$ cat src/rtl/pipe_pkg.sv
// ============================================================================
// Module : pipe_pkg
// Brief  : Shared constants and state encoding for the pipeline stage buffer.
// Rev    : 1.0
// ============================================================================
`default_nettype none

package pipe_pkg;

    localparam logic [31:0] c_nop_instr_default = 32'h0000_0000;

    // Encoding equals the number of held entries.
    typedef enum logic [1:0] {
        ST_EMPTY = 2'd0,
        ST_ONE   = 2'd1,
        ST_FULL  = 2'd2
    } state_t;

    function automatic logic [1:0] count_of(input state_t st);
        case (st)
            ST_ONE:  return 2'd1;
            ST_FULL: return 2'd2;
            default: return 2'd0;
        endcase
    endfunction

endpackage

`default_nettype wire

$ cat src/rtl/pipe_slot.sv
// ============================================================================
// Module : pipe_slot
// Brief  : One pipeline entry: valid bit plus instruction/PC payload register.
// Rev    : 1.0
// ============================================================================
`default_nettype none

module pipe_slot #(
    parameter int INSTR_W = 32,
    parameter int PC_W    = 32
) (
    input  logic               i_clk,
    input  logic               i_rst,
    input  logic               i_clr,
    input  logic               i_load,
    input  logic [INSTR_W-1:0] i_instr,
    input  logic [PC_W-1:0]    i_pc,
    output logic               o_valid,
    output logic [INSTR_W-1:0] o_instr,
    output logic [PC_W-1:0]    o_pc
);

    logic               r_valid;
    logic [INSTR_W-1:0] r_instr;
    logic [PC_W-1:0]    r_pc;

    always_ff @(posedge i_clk) begin
        if (i_rst || i_clr) begin
            r_valid <= 1'b0;
        end else if (i_load) begin
            r_valid <= 1'b1;
        end
    end

    // Payload is left untouched on clear; consumers gate it with valid.
    always_ff @(posedge i_clk) begin
        if (i_load && !i_clr) begin
            r_instr <= i_instr;
            r_pc    <= i_pc;
        end
    end

    assign o_valid = r_valid;
    assign o_instr = r_instr;
    assign o_pc    = r_pc;

endmodule

`default_nettype wire

$ cat src/rtl/pipe_stage_buf.sv
// ============================================================================
// Module : pipe_stage_buf
// Brief  : Pipeline stage register with valid/ready handshake, flush and an
//          optional 2-entry skid buffer giving a registered o_ready.
// Rev    : 1.0
// ============================================================================
`default_nettype none

module pipe_stage_buf
    import pipe_pkg::*;
#(
    parameter int                 INSTR_W   = 32,
    parameter int                 PC_W      = 32,
    parameter logic [INSTR_W-1:0] NOP_INSTR = INSTR_W'(c_nop_instr_default),
    parameter bit                 SKID_EN   = 1'b1
) (
    input  logic               i_clk,
    input  logic               i_rst,
    input  logic               i_flush,
    input  logic               i_valid,
    output logic               o_ready,
    input  logic [INSTR_W-1:0] i_instr,
    input  logic [PC_W-1:0]    i_pc,
    output logic               o_valid,
    input  logic               i_ready,
    output logic [INSTR_W-1:0] o_instr,
    output logic [PC_W-1:0]    o_pc,
    output logic [1:0]         o_count
);

    state_t             r_state;
    state_t             w_state_nxt;
    logic               w_ready;
    logic               w_accept;
    logic               w_drain;
    logic               w_main_load;
    logic               w_main_from_skid;
    logic               w_main_clr;
    logic               w_skid_load;
    logic               w_skid_clr;
    logic               w_main_valid;
    logic [INSTR_W-1:0] w_main_instr;
    logic [PC_W-1:0]    w_main_pc;
    logic [INSTR_W-1:0] w_skid_instr;
    logic [PC_W-1:0]    w_skid_pc;
    logic [INSTR_W-1:0] w_main_d_instr;
    logic [PC_W-1:0]    w_main_d_pc;

    assign w_accept = i_valid & w_ready;
    assign w_drain  = w_main_valid & i_ready;

    always_ff @(posedge i_clk) begin
        if (i_rst) begin
            r_state <= ST_EMPTY;
        end else begin
            r_state <= w_state_nxt;
        end
    end

    always_comb begin
        w_state_nxt      = r_state;
        w_main_load      = 1'b0;
        w_main_from_skid = 1'b0;
        w_main_clr       = 1'b0;
        w_skid_load      = 1'b0;
        w_skid_clr       = 1'b0;
        if (i_flush) begin
            w_state_nxt = ST_EMPTY;
            w_main_clr  = 1'b1;
            w_skid_clr  = 1'b1;
        end else begin
            case (r_state)
                ST_EMPTY: begin
                    if (w_accept) begin
                        w_main_load = 1'b1;
                        w_state_nxt = ST_ONE;
                    end
                end
                ST_ONE: begin
                    // Without a skid, accept in ONE implies drain, so FULL is unreachable.
                    if (w_accept && w_drain) begin
                        w_main_load = 1'b1;
                    end else if (w_accept) begin
                        w_skid_load = 1'b1;
                        w_state_nxt = ST_FULL;
                    end else if (w_drain) begin
                        w_main_clr  = 1'b1;
                        w_state_nxt = ST_EMPTY;
                    end
                end
                ST_FULL: begin
                    if (w_drain) begin
                        w_main_load      = 1'b1;
                        w_main_from_skid = 1'b1;
                        w_skid_clr       = 1'b1;
                        w_state_nxt      = ST_ONE;
                    end
                end
                default: begin
                    w_state_nxt = ST_EMPTY;
                end
            endcase
        end
    end

    assign w_main_d_instr = w_main_from_skid ? w_skid_instr : i_instr;
    assign w_main_d_pc    = w_main_from_skid ? w_skid_pc    : i_pc;

    pipe_slot #(
        .INSTR_W (INSTR_W),
        .PC_W    (PC_W)
    ) u_main (
        .i_clk   (i_clk),
        .i_rst   (i_rst),
        .i_clr   (w_main_clr),
        .i_load  (w_main_load),
        .i_instr (w_main_d_instr),
        .i_pc    (w_main_d_pc),
        .o_valid (w_main_valid),
        .o_instr (w_main_instr),
        .o_pc    (w_main_pc)
    );

    generate
        if (SKID_EN) begin : g_skid
            logic r_ready;
            logic w_unused_skid_valid;

            pipe_slot #(
                .INSTR_W (INSTR_W),
                .PC_W    (PC_W)
            ) u_skid (
                .i_clk   (i_clk),
                .i_rst   (i_rst),
                .i_clr   (w_skid_clr),
                .i_load  (w_skid_load),
                .i_instr (i_instr),
                .i_pc    (i_pc),
                .o_valid (w_unused_skid_valid),
                .o_instr (w_skid_instr),
                .o_pc    (w_skid_pc)
            );

            // Ready is computed from the next state so it is a pure flop output.
            always_ff @(posedge i_clk) begin
                if (i_rst) begin
                    r_ready <= 1'b1;
                end else begin
                    r_ready <= (w_state_nxt != ST_FULL);
                end
            end

            assign w_ready = r_ready;
        end else begin : g_noskid
            logic w_unused_skid;

            assign w_skid_instr  = '0;
            assign w_skid_pc     = '0;
            assign w_unused_skid = w_skid_load ^ w_skid_clr;
            assign w_ready       = ~w_main_valid | i_ready;
        end
    endgenerate

    assign o_ready = w_ready;
    assign o_valid = w_main_valid;
    assign o_instr = w_main_valid ? w_main_instr : NOP_INSTR;
    assign o_pc    = w_main_valid ? w_main_pc : '0;
    assign o_count = count_of(r_state);

endmodule

`default_nettype wire
$ cat config.mk
export PLATFORM = sky130hd
export DESIGN_NAME = pipe_stage_buf
export DESIGN_NICKNAME = d
export VERILOG_FILES = /design/src/rtl/pipe_pkg.sv /design/src/rtl/pipe_slot.sv /design/src/rtl/pipe_stage_buf.sv
export SDC_FILE = /design/constraint.sdc
export NUM_CORES = 1
export LEC_CHECK = 0
export ABC_AREA = 1
export BUFFER_PORTS_ARGS = -buffer_cell sky130_fd_sc_hd__buf_2
export CORE_MARGIN = 2
export CORE_UTILIZATION = 45
export DETAILED_ROUTE_END_ITERATION = 8
export HOLD_SLACK_MARGIN = 0.08
export PLACE_DENSITY = 0.7
export SYNTH_ARGS = -nofsm -noshare
export SYNTH_HDL_FRONTEND = slang
export SYNTH_SLANG_ARGS = --single-unit
$ cat constraint.sdc
create_clock -name i_clk -period 9.4 [get_ports i_clk]
set_input_delay 0 -clock i_clk [delete_from_list [all_inputs] [get_ports i_clk]]
set_output_delay 0 -clock i_clk [all_outputs]
set_load 0.005 [all_outputs]
==> results of run 1 <==
==> kinds of logic (layout without fill, tap and decap cells) <==
logic type | count (synthesis) | count (layout) | share of synthesized area, %
buf+inv | 158 | 378 | 11.9
compound gates | 66 | 66 | 8.77
flops | 132 | 132 | 69.0
simple gates | 151 | 151 | 10.4
==> power breakdown <==
part	switching, mW	total [mW]	leakage, nW	internal [mW]
clock	0.227	0.749	0.320	0.522
sequential	0.00711	0.674	1.21	0.667
combinational	0.0418	0.0872	2.45	0.0454
==> worst min path at each step <==
stage                from                  endpoint  slack (ns)  cells past startpoint
5_1_grt           i_valid                r_state[1]        0.19                      5
3_3_place_gp   i_instr[3]  g_skid.u_skid.o_instr[3]        0.19                      1
4_1_cts           i_valid                r_state[1]        0.15                      5
2_1_floorplan       i_rst                r_state[0]        0.07                      1
3_5_place_dp     i_pc[13]    g_skid.u_skid.o_pc[13]        0.19                      1
6_report          i_valid                r_state[1]        0.16                      5
==> final cells by class <==
class | count | share of cell area (%)
multi-input cells | 217 | 14.1
well taps | 172 | 2.75
repair buffers | 209 | 17.9
clock inverters | 11 | 2.94
clock buffers | 21 | 5.62
flip-flops and latches | 132 | 50.1
inverters | 137 | 6.57
==> Yosys cell counts <==
| cell type | instances |
|---|---|
| nor2_1 | 4 |
| edfxtp_1 | 128 |
| buf_1 | 4 |
| o21ai_0 | 4 |
| nor3_1 | 1 |
| inv_1 | 135 |
| nand3_1 | 4 |
| o21ai_2 | 45 |
| nand2_1 | 139 |
| clkbuf_1 | 4 |
| nor4_1 | 1 |
| o21ai_1 | 15 |
| nor2_4 | 1 |
| dfxtp_1 | 4 |
| a21oi_1 | 2 |
| buf_6 | 11 |
| buf_2 | 2 |
| nand3_2 | 1 |
| inv_2 | 2 |
==> metrics by stage <==
stage,instances,power (mW)
2_1_floorplan,507,0.717
3_3_place_gp,798,0.746
3_5_place_dp,798,0.750
4_1_cts,899,1.52
5_1_grt,899,1.56
6_report,899,1.51
==> worst max-delay path: cells and delay by family, from the launching register on <==
family	cells	cell delay (ns)
and+or+nand+nor	3	1.15
DFF	1	1.10
buffers and inverters	2	0.78
==> per-layer routing <==
| layer | vias up | share of wire, % | track usage [%] |
|---|---|---|---|
| met5 | - | 0 | 0 |
| met4 | 0 | 1.4 | 7.86 |
| met3 | 14 | 4.5 | 3.01 |
| met2 | 98 | 51 | 29.1 |
| li1 | 2006 | - | - |
| met1 | 1844 | 43 | 22.1 |
==> what timing repair did <==
action,CTS,global route
setup endpoints to repair,0,0
hold buffers,69,0
endpoints found under the hold margin,132,0
==> state kept, by name (all words and copies together) (netlist names) <==
signal	flops
g_skid.u_skid.o_instr	32
g_skid.u_skid.o_pc	32
u_main.o_instr	32
u_main.o_pc	32
r_state	2
o_ready	1
u_main.o_valid	1
==> flow_summary.toml, run 1 <==
[status]
status = "finished clean"

[cells_and_area]
syn_to_final_growth_pct = 37.6
antenna_cells = 0
final_cell_area_um2 = 7830
layout_commonest_cell = "nand2_1"
fillCellCount = 991
layout_common_cells = "nand2_1 (138), buf_2 (136), inv_1 (135)"
multi_input_area_um2 = 1100
regArea_um2 = 3930
fin_util_pct = 62.8
layout.nets = 783
drive_gt1_share_pct = 30.0

[die]
core_um2 = 12500
die_w_um = 116
die-area_um2 = 13600
initial_core_util_pct = 45.6
num_rows = 41
io_pins = 137
die_h_um = 116

[grt]
grt_usage_pct = 17.3
grt_pass1_vias = 3816
antenna_found_initial = 0
grt_max_degree = 96
overflow = 0
grt_pass1_wl_mm = 17.9

[place]
dpl_cell_area_um2 = 6470
dp_slack_ns = 5.88
io_buffers = 136
hpwl_mm = 7.25
place.gp.congestion = 0.842

[pwr]
vdd_drop_max_uv = 142
power_density_nw_per_um2 = 193
p_leak_nw = 3.98

[yosys]
yosys.area.top_type_share_pct = 67.5
seq_area_frac_synth_pct = 69.0
syn_nets = 576
synth_area_um2 = 5690
synth_cell_types = 19
yosysWarnings = 0
synth_area_leaders = "edfxtp_1 (68%), nand2_1 (9.2%), inv_1 (8.9%)"
avgSynthCellArea_um2 = 11.2
synth_cells = 507
yosys_register_bits = 132
yosysTopAreaCell = "edfxtp_1"

[detailed_routing]
drc = 0
firstDrtPassIters = 4
routedWlPerCell_um = 12.9
vias_per_cell = 4.41
vias = 3962
finalWirelength_mm = 11.6
antenna_left = 0
drt_iter0_markers = 213

[critical_path]
cp_max_fo = 67
r2r_cells = 5
endpoint = "u_main.o_pc[6]"
crit_arrival_ns = 3.47
r2r-start = "u_main.o_valid"
path_class = "flop to flop"
start_kind = "flop"
crit_chain = "nand2_1 > inv_2 > nand3_4 > nand2_2 > buf_4"
cp_slowest_cell = "dfxtp_2"
r2r_slack_ns = 5.97
r2r-end = "u_main.o_pc[6]"
end_kind = "flop"
cp.required_ns = 9.43
crit_path_start = "u_main.o_valid"
cp_slowest_stage_delay_ns = 1.10

[sta]
layout_worst_path_cycle_share_pct = 36.5
relSlewSlack_pct = 22.1
maxSlewViolCount = 0
max_freq_mhz = 291
fin_tns_setup_ns = 0
hold_viol = 0
rsz0062_at_grt = "no"
skew_ns = 0.00636
tightest_slew_ns = 1.17
setup_ws_ns = 5.97
setup_viol = 0
min_period_ns = 3.43
whs_ns = 0.161

[clocking]
clk_path_buf_depth = 2
cts_tree = "done"
cts_setup_buffers = 0
htreeDepth = 4
cts-root-buf = "clkbuf_16"
cts_buffers = 17
cts_resized = 0
clk_latency_ns = 0.41
cts.sinks = 132
clk_pin_slew_worst_paths_ns = 0.06

[worst_hold_path]
hp-class = "input pin to flop"

[run]
cap_violations = 0
Power figures use the tool's default switching activity.
==> run 2, diff against run 1 <==
--- a/config.mk
+++ b/config.mk
@@ -5,13 +5,13 @@
 export SDC_FILE = /design/constraint.sdc
 export NUM_CORES = 1
 export LEC_CHECK = 0
-export ABC_AREA = 1
+export ABC_AREA = 0
 export BUFFER_PORTS_ARGS = -buffer_cell sky130_fd_sc_hd__buf_2
 export CORE_MARGIN = 2
 export CORE_UTILIZATION = 45
 export DETAILED_ROUTE_END_ITERATION = 8
 export HOLD_SLACK_MARGIN = 0.08
-export PLACE_DENSITY = 0.7
+export PLACE_DENSITY = 0.73
 export SYNTH_ARGS = -nofsm -noshare
 export SYNTH_HDL_FRONTEND = slang
 export SYNTH_SLANG_ARGS = --single-unit
==> constraint.sdc (replaced) <==
create_clock -name i_clk -period 3 [get_ports i_clk]
set_input_delay 0 -clock i_clk [delete_from_list [all_inputs] [get_ports i_clk]]
set_output_delay 0 -clock i_clk [all_outputs]
set_load 0.005 [all_outputs]
==> run 2 against run 1 <==
Effect of this change:
- via count shrank 17%
- die area down 6.4%
- combinational power rose to 3.1 times the previous value
- sequential share of layout area is 2.3 points higher
- critical endpoint is now o_ready
==> flow_summary.toml, run 2 <==
[status]
status = "finished clean"

[place]
dpl_cell_area_um2 = 6180
hpwl_mm = 6.72
io_buffers = 136
place.gp.congestion = 0.741
dp_slack_ns = 1.02

[yosys]
synth_cells = 298
yosys_register_bits = 132
avgSynthCellArea_um2 = 17.8
yosysWarnings = 0
yosys.area.top_type_share_pct = 72.3
synth_area_leaders = "edfxtp_1 (72%), mux2_1 (11%), and2_1 (7.6%)"
synthFlopType = "edfxtp_1"
yosysTopAreaCell = "edfxtp_1"
synth_area_um2 = 5320
syn_nets = 367
synth_common_cells = "edfxtp_1 (128), and2_1 (65), mux2_1 (51), mux2_2 (13), clkbuf_1 (7)"
synthArstFlopShare_pct = 0
synth-edff-count = 128
synth_cell_types = 23
yosysMostFrequentCell = "edfxtp_1"
seq_area_frac_synth_pct = 73.8

[critical_path]
r2r-end = "o_ready"
crit_arrival_ns = 2.40
crit_path_start = "u_main.o_valid"
path_class = "flop to flop"
r2r_slack_ns = 0.90
r2r-start = "u_main.o_valid"
start_kind = "flop"
r2r_cells = 4
cp.required_ns = 3.29
cp_max_fo = 52
end_kind = "flop"

[detailed_routing]
vias = 3287
vias_per_cell = 4.88
drt_iter0_markers = 159
antenna_left = 0
routedWlPerCell_um = 16.8
firstDrtPassIters = 4
drc = 0
finalWirelength_mm = 11.3

[pwr]
vdd_drop_max_uv = 506
p_leak_nw = 2.99
power_density_nw_per_um2 = 608

[worst_hold_path]
hold_end = "g_skid.u_skid.o_instr[30]"
holdCritStartpoint = "i_instr[30]"
holdPathStages = 2
hp-class = "input pin to flop"

[die]
die_w_um = 113
die-area_um2 = 12700
num_rows = 39
die_h_um = 113
core_um2 = 11500
io_pins = 137
initial_core_util_pct = 46.4

[cells_and_area]
layout_commonest_cell = "buf_2"
layout_common_cells = "buf_2 (136), edfxtp_1 (128), dlygate4sd3_1 (70)"
fin_util_pct = 65.4
syn_to_final_growth_pct = 41.0
fillCellCount = 815
layout.nets = 587
antenna_cells = 0
drive_gt1_share_pct = 35.8
final_cell_area_um2 = 7500

[sta]
min_period_ns = 2.10
skew_ns = 0.00625
maxSlewViolCount = 0
hold_viol = 0
max_freq_mhz = 475
layout_worst_path_cycle_share_pct = 70.2
whs_ns = 0.307
fin_tns_setup_ns = 0
setup_viol = 0
tightest_slew_ns = 0.553
relSlewSlack_pct = 63.2
rsz0062_at_grt = "no"
setup_ws_ns = 0.895

[clocking]
cts-root-buf = "clkbuf_16"
cts_tree = "done"
clk_pin_slew_worst_paths_ns = 0.06
cts.sinks = 132
cts_buffers = 17
hold_buffers = 70
cts_resized = 0
clk_path_buf_depth = 2
cts_setup_buffers = 0
htreeDepth = 4
clk_latency_ns = 0.41

[grt]
grt_max_degree = 53
grt_usage_pct = 18.4
antenna_found_initial = 0
grt_pass1_wl_mm = 17.7
overflow = 0
grt_pass1_vias = 3600

[run]
cap_violations = 0
==> run 2: worst max-delay path: stages, from the launching register on <==
cell           delay [ns]
dfxtp_2              0.42
buf_4                0.32
and2_1               0.22
or4_1                0.46
dlygate4sd3_1        0.56
==> run 2: final cells by class <==
class / instances / area (um2) / area share [%]
Clock buffer: 18 / 429 / 5.72
Clock inverter: 14 / 190 / 2.54
Inverter: 2 / 7.51 / 0.100
Multi-Input combinational cell: 151 / 1320 / 17.7
Sequential cell: 132 / 3930 / 52.4
Tap cell: 143 / 179 / 2.39
Timing Repair Buffer: 214 / 1440 / 19.2
==> run 2: through the flow <==
stage                     cells  total power, mW
after CTS                   674             4.59
final                       674             4.56
after global placement      572             2.33
after detailed placement    572             2.35
after global routing        674             4.70
after floorplan             298             2.23
==> run 2: metal layers <==
layer,up-vias,wire (um),part of all wire [%],global-route usage [%]
met5,-,0,0,0
met4,0,293,2.6,10.0
met3,21,518,4.6,4.39
met2,97,5850,52,31.4
met1,1611,4660,41,21.4
li1,1558,-,-,-
==> run 2: worst max-delay path by stage <==
stage                                     to  slack (ns)  depth (start not counted)
CTS                                  o_ready        0.88                          4
global placement          u_main.o_instr[28]        1.06                          4
detailed placement        u_main.o_instr[28]        1.02                          4
finish                               o_ready        0.90                          4
floorplan           g_skid.u_skid.o_instr[0]       -0.08                          2
global route                         o_ready        0.76                          4
==> run 2: cell families after synthesis <==
kind of cell    after synthesis  share of synthesized area (%)
buf+inv                      15                           1.91
mux                          64                           13.6
compound gates                7                          0.824
simple gates                 80                           9.91
flops                       132                           73.8
==> run 2: where the power goes <==
| group | switching (mW) | internal, mW | total, mW | leakage [nW] |
|---|---|---|---|---|
| Combinational | 0.120 | 0.154 | 0.274 | 1.49 |
| Sequential | 0.0166 | 2.09 | 2.11 | 1.21 |
| Clock | 0.725 | 1.45 | 2.18 | 0.299 |
==> run 3, diff against run 2 <==
--- a/config.mk
+++ b/config.mk
@@ -11,7 +11,7 @@
 export CORE_UTILIZATION = 45
 export DETAILED_ROUTE_END_ITERATION = 8
 export HOLD_SLACK_MARGIN = 0.08
-export PLACE_DENSITY = 0.73
+export PLACE_DENSITY = 0.71
 export SYNTH_ARGS = -nofsm -noshare
 export SYNTH_HDL_FRONTEND = slang
 export SYNTH_SLANG_ARGS = --single-unit
==> constraint.sdc (replaced) <==
create_clock -name i_clk -period 2 [get_ports i_clk]
set_input_delay 0 -clock i_clk [delete_from_list [all_inputs] [get_ports i_clk]]
set_output_delay 0 -clock i_clk [all_outputs]
set_load 0.005 [all_outputs]
==> run 3 against run 2 <==
Effect of this change:
- sequential cell count unchanged
- sequential share of layout area up 0.26 points
- first-iteration DRC count up 14%
- count of clock-buffer cells in the layout unchanged
==> flow_summary.toml, run 3 (synthesis results as in run 2) <==
[status]
status = "finished clean"

[sta]
max_freq_mhz = 584
skew_ns = 0.00557
whs_ns = 0.320
maxSlewViolCount = 0
tightest_slew_ns = 0.416
setup_ws_ns = 0.289
layout_worst_path_cycle_share_pct = 85.6
rsz0062_at_grt = "no"
relSlewSlack_pct = 72.0
setup_viol = 0
min_period_ns = 1.71
hold_viol = 0
fin_tns_setup_ns = 0

[place]
hpwl_mm = 6.40
dp_slack_ns = 0.381
io_buffers = 136
place.gp.congestion = 0.803
dp_cells = 571
dpl_cell_area_um2 = 6250

[worst_hold_path]
holdCritStartpoint = "i_instr[21]"
hp-class = "input pin to flop"

[cells_and_area]
antenna_cells = 0
layout_commonest_cell = "buf_2"
final_cell_area_um2 = 7460
syn_to_final_growth_pct = 40.4
fillCellCount = 809
layout.nets = 585
layout_common_cells = "buf_2 (136), edfxtp_1 (128), dlygate4sd3_1 (69)"
drive_gt1_share_pct = 36.1
final_cells = 667
fin_util_pct = 65.1

[critical_path]
r2r_slack_ns = 0.29
start_kind = "flop"
end_kind = "flop"
path_class = "flop to flop"
crit_path_start = "u_main.o_valid"
cp_max_fo = 66
r2r-start = "u_main.o_valid"
cp.required_ns = 2.27
crit_arrival_ns = 1.99

[die]
io_pins = 137
die-area_um2 = 12700
num_rows = 39
core_um2 = 11500
die_w_um = 113
die_h_um = 113
initial_core_util_pct = 46.4

[clocking]
cts-root-buf = "clkbuf_16"
cts_tree = "done"
htreeDepth = 4
cts.sinks = 132
clk_latency_ns = 0.40
cts_setup_buffers = 0
clk_path_buf_depth = 2
cts_buffers = 17
clk_pin_slew_worst_paths_ns = 0.05

[detailed_routing]
antenna_left = 0
drc = 0
vias_per_cell = 4.86
finalWirelength_mm = 10.7
drt_iter0_markers = 182
firstDrtPassIters = 4
routedWlPerCell_um = 16.1
vias = 3242

[grt]
antenna_found_initial = 0
grt_usage_pct = 17.8
overflow = 0
grt_pass1_vias = 3443
grt_max_degree = 67
grt_pass1_wl_mm = 17.2

[run]
cap_violations = 0

[pwr]
vdd_drop_max_uv = 470
power_density_nw_per_um2 = 854
power_mw = 6.37
p_leak_nw = 2.97
## run 3: cell count changes in the layout (fill, tap and decap cells not counted), sizes merged
cell	change
buf	-1
bufinv	-3
clkinv	-1
clkinvlp	-1
dlygate4sd3	-1
## run 3: path summary, 6_finish.rpt
kind | to | cells past startpoint
setup / recovery | r_state[1] | 4
hold / removal | g_skid.u_skid.o_instr[21] | 2
setup reg to reg | r_state[1] | 4
hold reg to reg | u_main.o_valid | 1
## run 3: where the power goes
part,total [mW],switching (mW),internal [mW]
Sequential,3.15,0.0205,3.13
Combinational,0.420,0.180,0.240
Clock,2.80,1.02,1.77
## run 3: layer usage
layer / vias up / routed length, um / global-route usage (%)
met2: 98 / 5610 / 30.7
met3: 12 / 498 / 4.77
met5: - / 0 / 0
li1: 1554 / - / -
met4: 0 / 144 / 7.64
met1: 1578 / 4450 / 21.2
## run 3: timing repair
| action | in CTS | in global routing |
|---|---|---|
| resized for setup | 0 | 1 |
| endpoints found under the hold margin | 132 | 0 |
| hold buffers | 69 | 0 |
| setup endpoints to repair | 0 | 1 |
## run 3: critical path, stage by stage (launching register included)
cell and delay, ns:
dfxtp_2 0.40, buf_6 0.34, and2_1 0.21, nor4_1 0.06, dlygate4sd3_1 0.58
## run 3: cell type report
type	count	area [um2]	area share, %
flip-flops and latches	132	3930	52.6
repair buffers	212	1500	20.1
multi-input cells	151	1320	17.7
clock buffers	18	429	5.75
well taps	143	179	2.40
clock inverters	9	92.6	1.24
inverters	2	7.51	0.101
